[config.mk]
export PLATFORM = sky130hd
export DESIGN_NAME = fta_bridge32to128_flat
export DESIGN_NICKNAME = d
export VERILOG_FILES = /design/src/rtl/fta_bridge32to128_pkg.sv /design/src/rtl/fta_bridge32to128_if.sv /design/src/rtl/fta_b32to128_tag_table.sv /design/src/rtl/fta_bridge32to128.sv /design/src/flat_wrapper.sv
export SDC_FILE = /design/constraint.sdc
export NUM_CORES = 1
export LEC_CHECK = 0
export CORE_AREA = 2 2 237 239
export DETAILED_ROUTE_END_ITERATION = 7
export DIE_AREA = 0 0 239 241
export MAX_ROUTING_LAYER = met4
export SLEW_MARGIN = 20
export SYNTH_ARGS = -nofsm -noshare
export SYNTH_HDL_FRONTEND = slang
export SYNTH_HIERARCHICAL = 1
export SYNTH_SLANG_ARGS = --single-unit
[constraint.sdc]
create_clock -name clk_i -period 11.1 [get_ports clk_i]
set_input_delay 2.22 -clock clk_i [delete_from_list [all_inputs] [get_ports clk_i]]
set_output_delay 2.22 -clock clk_i [all_outputs]
set_load 0.03 [all_outputs]
[src/rtl/fta_bridge32to128_pkg.sv]
// Shared bus types for the 32-to-128 bit FTA widening bridge, plus the tag-table
// entry type and the lane-select shift used by the bridge and its tag table.
package fta_bridge32to128_pkg;

  localparam int FTA_LANE32_SHIFT = 2;

  typedef logic [3:0] fta_cid_t;
  typedef logic [7:0] fta_tid_t;

  typedef struct packed {
    logic        cyc;
    logic        stb;
    logic        we;
    logic [2:0]  pri;
    fta_cid_t    cid;
    fta_tid_t    tid;
    logic [31:0] vadr;
    logic [31:0] padr;
    logic [3:0]  sel;
    logic [31:0] dat;
  } fta_cmd_request32_t;

  typedef struct packed {
    logic         cyc;
    logic         stb;
    logic         we;
    logic [2:0]   pri;
    fta_cid_t     cid;
    fta_tid_t     tid;
    logic [31:0]  vadr;
    logic [31:0]  padr;
    logic [15:0]  sel;
    logic [127:0] data1;
  } fta_cmd_request128_t;

  typedef struct packed {
    fta_cid_t    cid;
    fta_tid_t    tid;
    logic [2:0]  pri;
    logic        ack;
    logic        err;
    logic        rty;
    logic        next;
    logic        stall;
    logic [31:0] adr;
    logic [31:0] dat;
  } fta_cmd_response32_t;

  typedef struct packed {
    fta_cid_t     cid;
    fta_tid_t     tid;
    logic [2:0]   pri;
    logic         ack;
    logic         err;
    logic         rty;
    logic         next;
    logic         stall;
    logic [31:0]  adr;
    logic [127:0] dat;
  } fta_cmd_response128_t;

  typedef struct packed {
    logic       valid;
    fta_cid_t   cid;
    fta_tid_t   tid;
    logic [1:0] lane;
  } fta_b32to128_tag_t;

endpackage

[src/rtl/fta_bridge32to128_if.sv]
// Bus bundle between the 32-bit initiator, the bridge and the 128-bit target.
// slave: the bridge's view; master: the initiator/target side that drives it.
interface fta_bridge32to128_if;
  import fta_bridge32to128_pkg::*;

  fta_cmd_request32_t   req32_i;
  fta_cmd_response32_t  resp32_o;
  fta_cmd_request128_t  req128_o;
  fta_cmd_response128_t resp128_i;

  modport slave  (input  req32_i, input  resp128_i, output resp32_o, output req128_o);
  modport master (output req32_i, output resp128_i, input  resp32_o, input  req128_o);

endinterface

[src/rtl/fta_b32to128_tag_table.sv]
// Outstanding-transaction table: lowest-free allocation, {cid,tid} match and free,
// and optional per-entry age counters (FTA_B32TO128_TIMEOUT_EN).
module fta_b32to128_tag_table
  import fta_bridge32to128_pkg::*;
#(
  parameter int DEPTH   = 4,
  parameter int TIMEOUT = 1023
) (
  input  logic              clk_i,
  input  logic              rst_i,
  input  logic              alloc,
  input  fta_cid_t          alloc_cid,
  input  fta_tid_t          alloc_tid,
  input  logic [1:0]        alloc_lane,
  input  logic              rsp_valid,
  input  fta_cid_t          rsp_cid,
  input  fta_tid_t          rsp_tid,
  output logic              full,
  output logic              hit,
  output logic [1:0]        hit_lane,
  output logic              timeout_valid,
  output fta_b32to128_tag_t timeout_tag
);

  fta_b32to128_tag_t tags [DEPTH];
  logic [DEPTH-1:0]  free_vec, match_vec, alloc_oh, hit_oh, retire_oh;

  always_comb begin
    free_vec  = '0;
    match_vec = '0;
    for (int i = 0; i < DEPTH; i++) begin
      free_vec[i]  = ~tags[i].valid;
      match_vec[i] = tags[i].valid && (tags[i].cid == rsp_cid) && (tags[i].tid == rsp_tid);
    end
  end

  // x & -x isolates the lowest set bit: lowest free slot / lowest matching slot
  assign alloc_oh = free_vec & (~free_vec + DEPTH'(1));
  assign hit_oh   = rsp_valid ? (match_vec & (~match_vec + DEPTH'(1))) : '0;
  assign full     = ~|free_vec;
  assign hit      = |hit_oh;

  always_comb begin
    hit_lane = '0;
    for (int i = 0; i < DEPTH; i++)
      if (hit_oh[i]) hit_lane = tags[i].lane;
  end

  always_ff @(posedge clk_i or posedge rst_i) begin
    if (rst_i) begin
      for (int i = 0; i < DEPTH; i++) tags[i] <= '0;
    end else begin
      for (int i = 0; i < DEPTH; i++) begin
        if (alloc && alloc_oh[i])
          tags[i] <= '{valid: 1'b1, cid: alloc_cid, tid: alloc_tid, lane: alloc_lane};
        else if (hit_oh[i] || retire_oh[i])
          tags[i].valid <= 1'b0;
      end
    end
  end

`ifdef FTA_B32TO128_TIMEOUT_EN
  localparam int AGE_W = $clog2(TIMEOUT + 1);
  localparam logic [AGE_W-1:0] AGE_MAX = AGE_W'(TIMEOUT);

  logic [AGE_W-1:0] age [DEPTH];
  logic [DEPTH-1:0] aged_vec, aged_first;

  always_comb begin
    aged_vec = '0;
    for (int i = 0; i < DEPTH; i++)
      aged_vec[i] = tags[i].valid && (age[i] == AGE_MAX);
  end

  assign aged_first = aged_vec & (~aged_vec + DEPTH'(1));
  // A real response owns the return path this cycle; retirement waits one cycle
  assign timeout_valid = (|aged_vec) & ~rsp_valid;
  assign retire_oh     = timeout_valid ? aged_first : '0;

  always_comb begin
    timeout_tag = '0;
    for (int i = 0; i < DEPTH; i++)
      if (aged_first[i]) timeout_tag = tags[i];
  end

  always_ff @(posedge clk_i or posedge rst_i) begin
    if (rst_i) begin
      for (int i = 0; i < DEPTH; i++) age[i] <= '0;
    end else begin
      for (int i = 0; i < DEPTH; i++) begin
        if (alloc && alloc_oh[i])
          age[i] <= '0;
        else if (tags[i].valid && (age[i] != AGE_MAX))
          age[i] <= age[i] + AGE_W'(1);
      end
    end
  end
`else
  logic unused_timeout;

  assign unused_timeout = (TIMEOUT != 0);
  assign retire_oh      = '0;
  assign timeout_valid  = 1'b0;
  assign timeout_tag    = '0;
`endif

endmodule

[src/rtl/fta_bridge32to128.sv]
// 32-bit to 128-bit FTA widening bridge: lane-steered registered requests, tag-tracked
// responses with lane extraction. Optional entry timeout under FTA_B32TO128_TIMEOUT_EN.
module fta_bridge32to128
  import fta_bridge32to128_pkg::*;
#(
  parameter int DEPTH   = 4,
  parameter int TIMEOUT = 1023
) (
  input  logic               clk_i,
  input  logic               rst_i,
  fta_bridge32to128_if.slave bus
);

  fta_cmd_request128_t req128_q;
  fta_cmd_response32_t resp32_q;
  logic                req_hold, accept, rsp_valid, full, hit, timeout_valid;
  logic [1:0]          hit_lane, req_lane;
  fta_b32to128_tag_t   timeout_tag;
  logic                unused_tag;

  assign req_hold   = req128_q.stb & bus.resp128_i.stall;
  assign accept     = bus.req32_i.cyc & bus.req32_i.stb & ~full & ~req_hold;
  assign rsp_valid  = bus.resp128_i.ack | bus.resp128_i.err | bus.resp128_i.rty;
  assign req_lane   = bus.req32_i.padr[FTA_LANE32_SHIFT +: 2];
  assign unused_tag = ^{timeout_tag.valid, timeout_tag.lane};

  fta_b32to128_tag_table #(
    .DEPTH   (DEPTH),
    .TIMEOUT (TIMEOUT)
  ) u_tag_table (
    .clk_i         (clk_i),
    .rst_i         (rst_i),
    .alloc         (accept),
    .alloc_cid     (bus.req32_i.cid),
    .alloc_tid     (bus.req32_i.tid),
    .alloc_lane    (req_lane),
    .rsp_valid     (rsp_valid),
    .rsp_cid       (bus.resp128_i.cid),
    .rsp_tid       (bus.resp128_i.tid),
    .full          (full),
    .hit           (hit),
    .hit_lane      (hit_lane),
    .timeout_valid (timeout_valid),
    .timeout_tag   (timeout_tag)
  );

  always_ff @(posedge clk_i or posedge rst_i) begin
    if (rst_i) begin
      req128_q <= '0;
    end else if (!req_hold) begin
      if (accept) begin
        req128_q.cyc   <= bus.req32_i.cyc;
        req128_q.stb   <= bus.req32_i.stb;
        req128_q.we    <= bus.req32_i.we;
        req128_q.pri   <= bus.req32_i.pri;
        req128_q.cid   <= bus.req32_i.cid;
        req128_q.tid   <= bus.req32_i.tid;
        req128_q.vadr  <= bus.req32_i.vadr;
        req128_q.padr  <= bus.req32_i.padr;
        req128_q.sel   <= 16'(bus.req32_i.sel) << {req_lane, 2'b00};
        req128_q.data1 <= {4{bus.req32_i.dat}};
      end else begin
        req128_q.cyc <= 1'b0;
        req128_q.stb <= 1'b0;
      end
    end
  end

  always_ff @(posedge clk_i or posedge rst_i) begin
    if (rst_i) begin
      resp32_q <= '0;
    end else begin
      resp32_q.ack <= 1'b0;
      resp32_q.err <= 1'b0;
      resp32_q.rty <= 1'b0;
      if (rsp_valid) begin
        resp32_q.cid <= bus.resp128_i.cid;
        resp32_q.tid <= bus.resp128_i.tid;
        resp32_q.pri <= bus.resp128_i.pri;
        resp32_q.adr <= bus.resp128_i.adr;
        if (hit) begin
          resp32_q.ack  <= bus.resp128_i.ack;
          resp32_q.err  <= bus.resp128_i.err;
          resp32_q.rty  <= bus.resp128_i.rty;
          resp32_q.next <= bus.resp128_i.next;
          resp32_q.dat  <= bus.resp128_i.dat[{hit_lane, 5'b00000} +: 32];
        end else begin
          // Unknown {cid,tid}: report an error rather than drop the response
          resp32_q.err  <= 1'b1;
          resp32_q.next <= 1'b0;
          resp32_q.dat  <= bus.resp128_i.dat[31:0];
        end
      end else if (timeout_valid) begin
        resp32_q.cid  <= timeout_tag.cid;
        resp32_q.tid  <= timeout_tag.tid;
        resp32_q.pri  <= '0;
        resp32_q.adr  <= '0;
        resp32_q.next <= 1'b0;
        resp32_q.err  <= 1'b1;
        resp32_q.dat  <= '0;
      end
    end
  end

  always_comb begin
    bus.resp32_o       = resp32_q;
    bus.resp32_o.stall = full | req_hold;
  end

  assign bus.req128_o = req128_q;

endmodule
[src/flat_wrapper.sv]
// flat-port wrapper written by rule: the top's interface ports become plain ports
module fta_bridge32to128_flat import fta_bridge32to128_pkg::*;
#(
  parameter int DEPTH   = 4,
  parameter int TIMEOUT = 1023
)
  (clk_i, rst_i, bus_req32_i, bus_resp128_i, bus_resp32_o, bus_req128_o);
  fta_bridge32to128_if bus_i ();
  input  logic clk_i;
  input  logic rst_i;
  input wire logic [$bits(bus_i.req32_i)-1:0] bus_req32_i;
  input wire logic [$bits(bus_i.resp128_i)-1:0] bus_resp128_i;
  output wire logic [$bits(bus_i.resp32_o)-1:0] bus_resp32_o;
  output wire logic [$bits(bus_i.req128_o)-1:0] bus_req128_o;
  assign bus_i.req32_i = bus_req32_i;
  assign bus_i.resp128_i = bus_resp128_i;
  assign bus_resp32_o = bus_i.resp32_o;
  assign bus_req128_o = bus_i.req128_o;
  fta_bridge32to128 #(.DEPTH(DEPTH), .TIMEOUT(TIMEOUT)) u_core (.clk_i(clk_i), .rst_i(rst_i), .bus(bus_i));
endmodule
==> impl_metrics.json <==
{
  "grtUsageMet2_pct": 26.8,
  "rsz0062_at_grt": "no",
  "final_antenna_net_count": 0,
  "vias": 10422,
  "grt_pass1_vias": 10685,
  "clock_latency_ns": 0.53,
  "p_switching_uw": 2060,
  "instances_no_fill": 2351,
  "slew_violations": 0,
  "grt_util_all_layers_pct": 16.6,
  "p_comb_share_pct": 48.1,
  "fin_ws_ns": 4.58,
  "cts_buffer_depth": 3,
  "overflow": 0,
  "switching_share_pct": 38.9,
  "min_period_ns": 6.52,
  "postCtsSetupRepairBufs": 0,
  "drtIter0Drc": 537,
  "critPathKind": "in -> reg",
  "clock_sinks": 273,
  "met1_usage_pct": 20.1,
  "period_share_pct": 58.7,
  "syn2layout_area_growth_pct": 51.2,
  "dieArea_mm2": 0.0576,
  "cp-start-kind": "input port",
  "setup_tns_ns": 0,
  "fmaxAchievable_mhz": 153,
  "wl_per_cell_um": 20.6,
  "hold_viol": 0,
  "worst_slew_pin_slew_ns": 1.19,
  "min_path_type": "reg -> reg",
  "report.power.total_uw": 5300,
  "fillers": 5299,
  "fin_skew_ns": 0.0178,
  "pre_cts_ws_ns": 4.03,
  "grt_busiest_layer": "met2",
  "vdd_drop_max_mv": 0.146,
  "viasPerCell": 4.43,
  "cts_buffers": 35,
  "max_slew_margin_pct": 20.9,
  "cts_tree": "done",
  "wl_mm": 48.5,
  "row_count": 86,
  "p_int_uw": 3240,
  "drt_pass1_iterations": 5,
  "grtUsageMet3_pct": 3.36,
  "die_height_um": 241,
  "maxCapViolations": 0,
  "crit_fanout": 96,
  "path_clk_slew_ns": 0.06,
  "antenna_found_initial": 7,
  "grt_max_degree": 97,
  "coreArea_mm2": 0.0549,
  "synth_area_mm2": 0.0136,
  "cts_root_buf": "clkbuf_16",
  "drc": 0,
  "pwr-share-seq_pct": 29.8,
  "hold_slack_ns": 0.503,
  "cp.required_ns": 11.56,
  "grt_first_pass_wirelength_mm": 69.9,
  "io_buffers": 609,
  "drive_above_1_share_pct": 16.0,
  "syn_avg_cell_area_um2": 12.0,
  "cts_hold_buf": 0,
  "crit_arrival_ns": 6.98,
  "status": "complete, no violations",
  "htreeDepth": 2,
  "initial_core_util_pct": 24.8,
  "gp_congestion": 0.912,
  "nets": 1914,
  "dpl.cell_count": 2281,
  "leakage_uw": 0.00849,
  "yosys_warnings": 6,
  "clock_power_share_pct": 22.0,
  "critPathCaptureType": "flip-flop",
  "die_w_um": 239,
  "r2r_setup_slack_ns": 7.18,
  "post_cts_resized": 0,
  "io_pins": 610,
  "power_density_mw_per_mm2": 258,
  "setup_viol": 0,
  "hpwl_mm": 35.7,
  "syn_inst": 1130
}
-- registers in the layout, indices dropped and copies added (netlist names) --
name / cells
u_core/u_tag_table/tags: 60
u_core/bus.req128_o: 130
u_core/bus.resp32_o: 83
-- worst max-delay path, cell delays in order --
cell	delay [ns]
clkdlybuf4s50_1	0.61
nor3_4	0.07
buf_4	0.35
inv_2	0.15
buf_4	0.75
nand3_1	0.14
nor4_1	0.25
nand4_1	0.27
o22ai_4	0.23
buf_4	0.46
o21a_1	1.00
o21ai_0	0.25
o21ai_1	0.20
-- routing by layer --
metal  wire (um)  vias to the layer above
li1            -                     4802
met1       20000                     5157
met2       24100                      378
met3        2800                       85
met4        1560                        0
met5           0                        -
-- layout by cell type (no fill, tap or decap), drive strengths merged, types with 13 or more instances in the layout --
master / n
clkdlybuf4s50: 609
dfrtp: 273
mux2: 178
nand2: 104
o21ai: 82
nand3b: 69
clkbuf: 53
xnor2: 48
and3: 29
nor2b: 26
mux2i: 24
a2111oi: 24
inv: 22
conb: 13
-- cell type report --
| class | count | area [um^2] | share of cell area [%] |
|---|---|---|---|
| tap | 704 | 881 | 4.28 |
| clock inverter | 10 | 109 | 0.529 |
| clock buffer | 53 | 1080 | 5.23 |
| antenna | 7 | 17.5 | 0.0851 |
| multi-input combinational | 662 | 5390 | 26.2 |
| timing repair buffer | 620 | 6180 | 30.0 |
| inverter | 22 | 90.1 | 0.438 |
| sequential | 273 | 6830 | 33.2 |
-- path summary, 6_finish.rpt --
check / cells after the start / startpoint / to
max in group asynchronous: 3 / rst_i / u_core/bus.resp32_o[38]
worst max-delay path: 13 / bus_resp128_i[162] / u_core/bus.resp32_o[8]
worst max register to register: 9 / u_core/u_tag_table/tags[47] / u_core/bus.resp32_o[8]
min in group asynchronous: 2 / rst_i / u_core/bus.req128_o[219]
worst min register to register: 1 / u_core/bus.req128_o[217] / u_core/bus.req128_o[217]
worst min-delay path: 1 / u_core/bus.req128_o[217] / u_core/bus.req128_o[217]
-- power by group through the flow --
stage / combinational, uW / sequential, uW / clock, uW
floorplan: 1230 / 2040 / 0
global placement: 2570 / 1580 / 0
detailed placement: 2570 / 1600 / 0
CTS: 2580 / 1590 / 1210
global route: 2670 / 1630 / 1250
finish: 2550 / 1580 / 1170
-- metrics by stage --
step | util [%] | instance area, um^2
after floorplan | - | 13700
after global placement | 35.3 | 19400
after detailed placement | 35.3 | 19400
after CTS | 37.5 | 20600
after global routing | 37.5 | 20600
final | 37.5 | 20600
(Power assumes the default switching activity.)
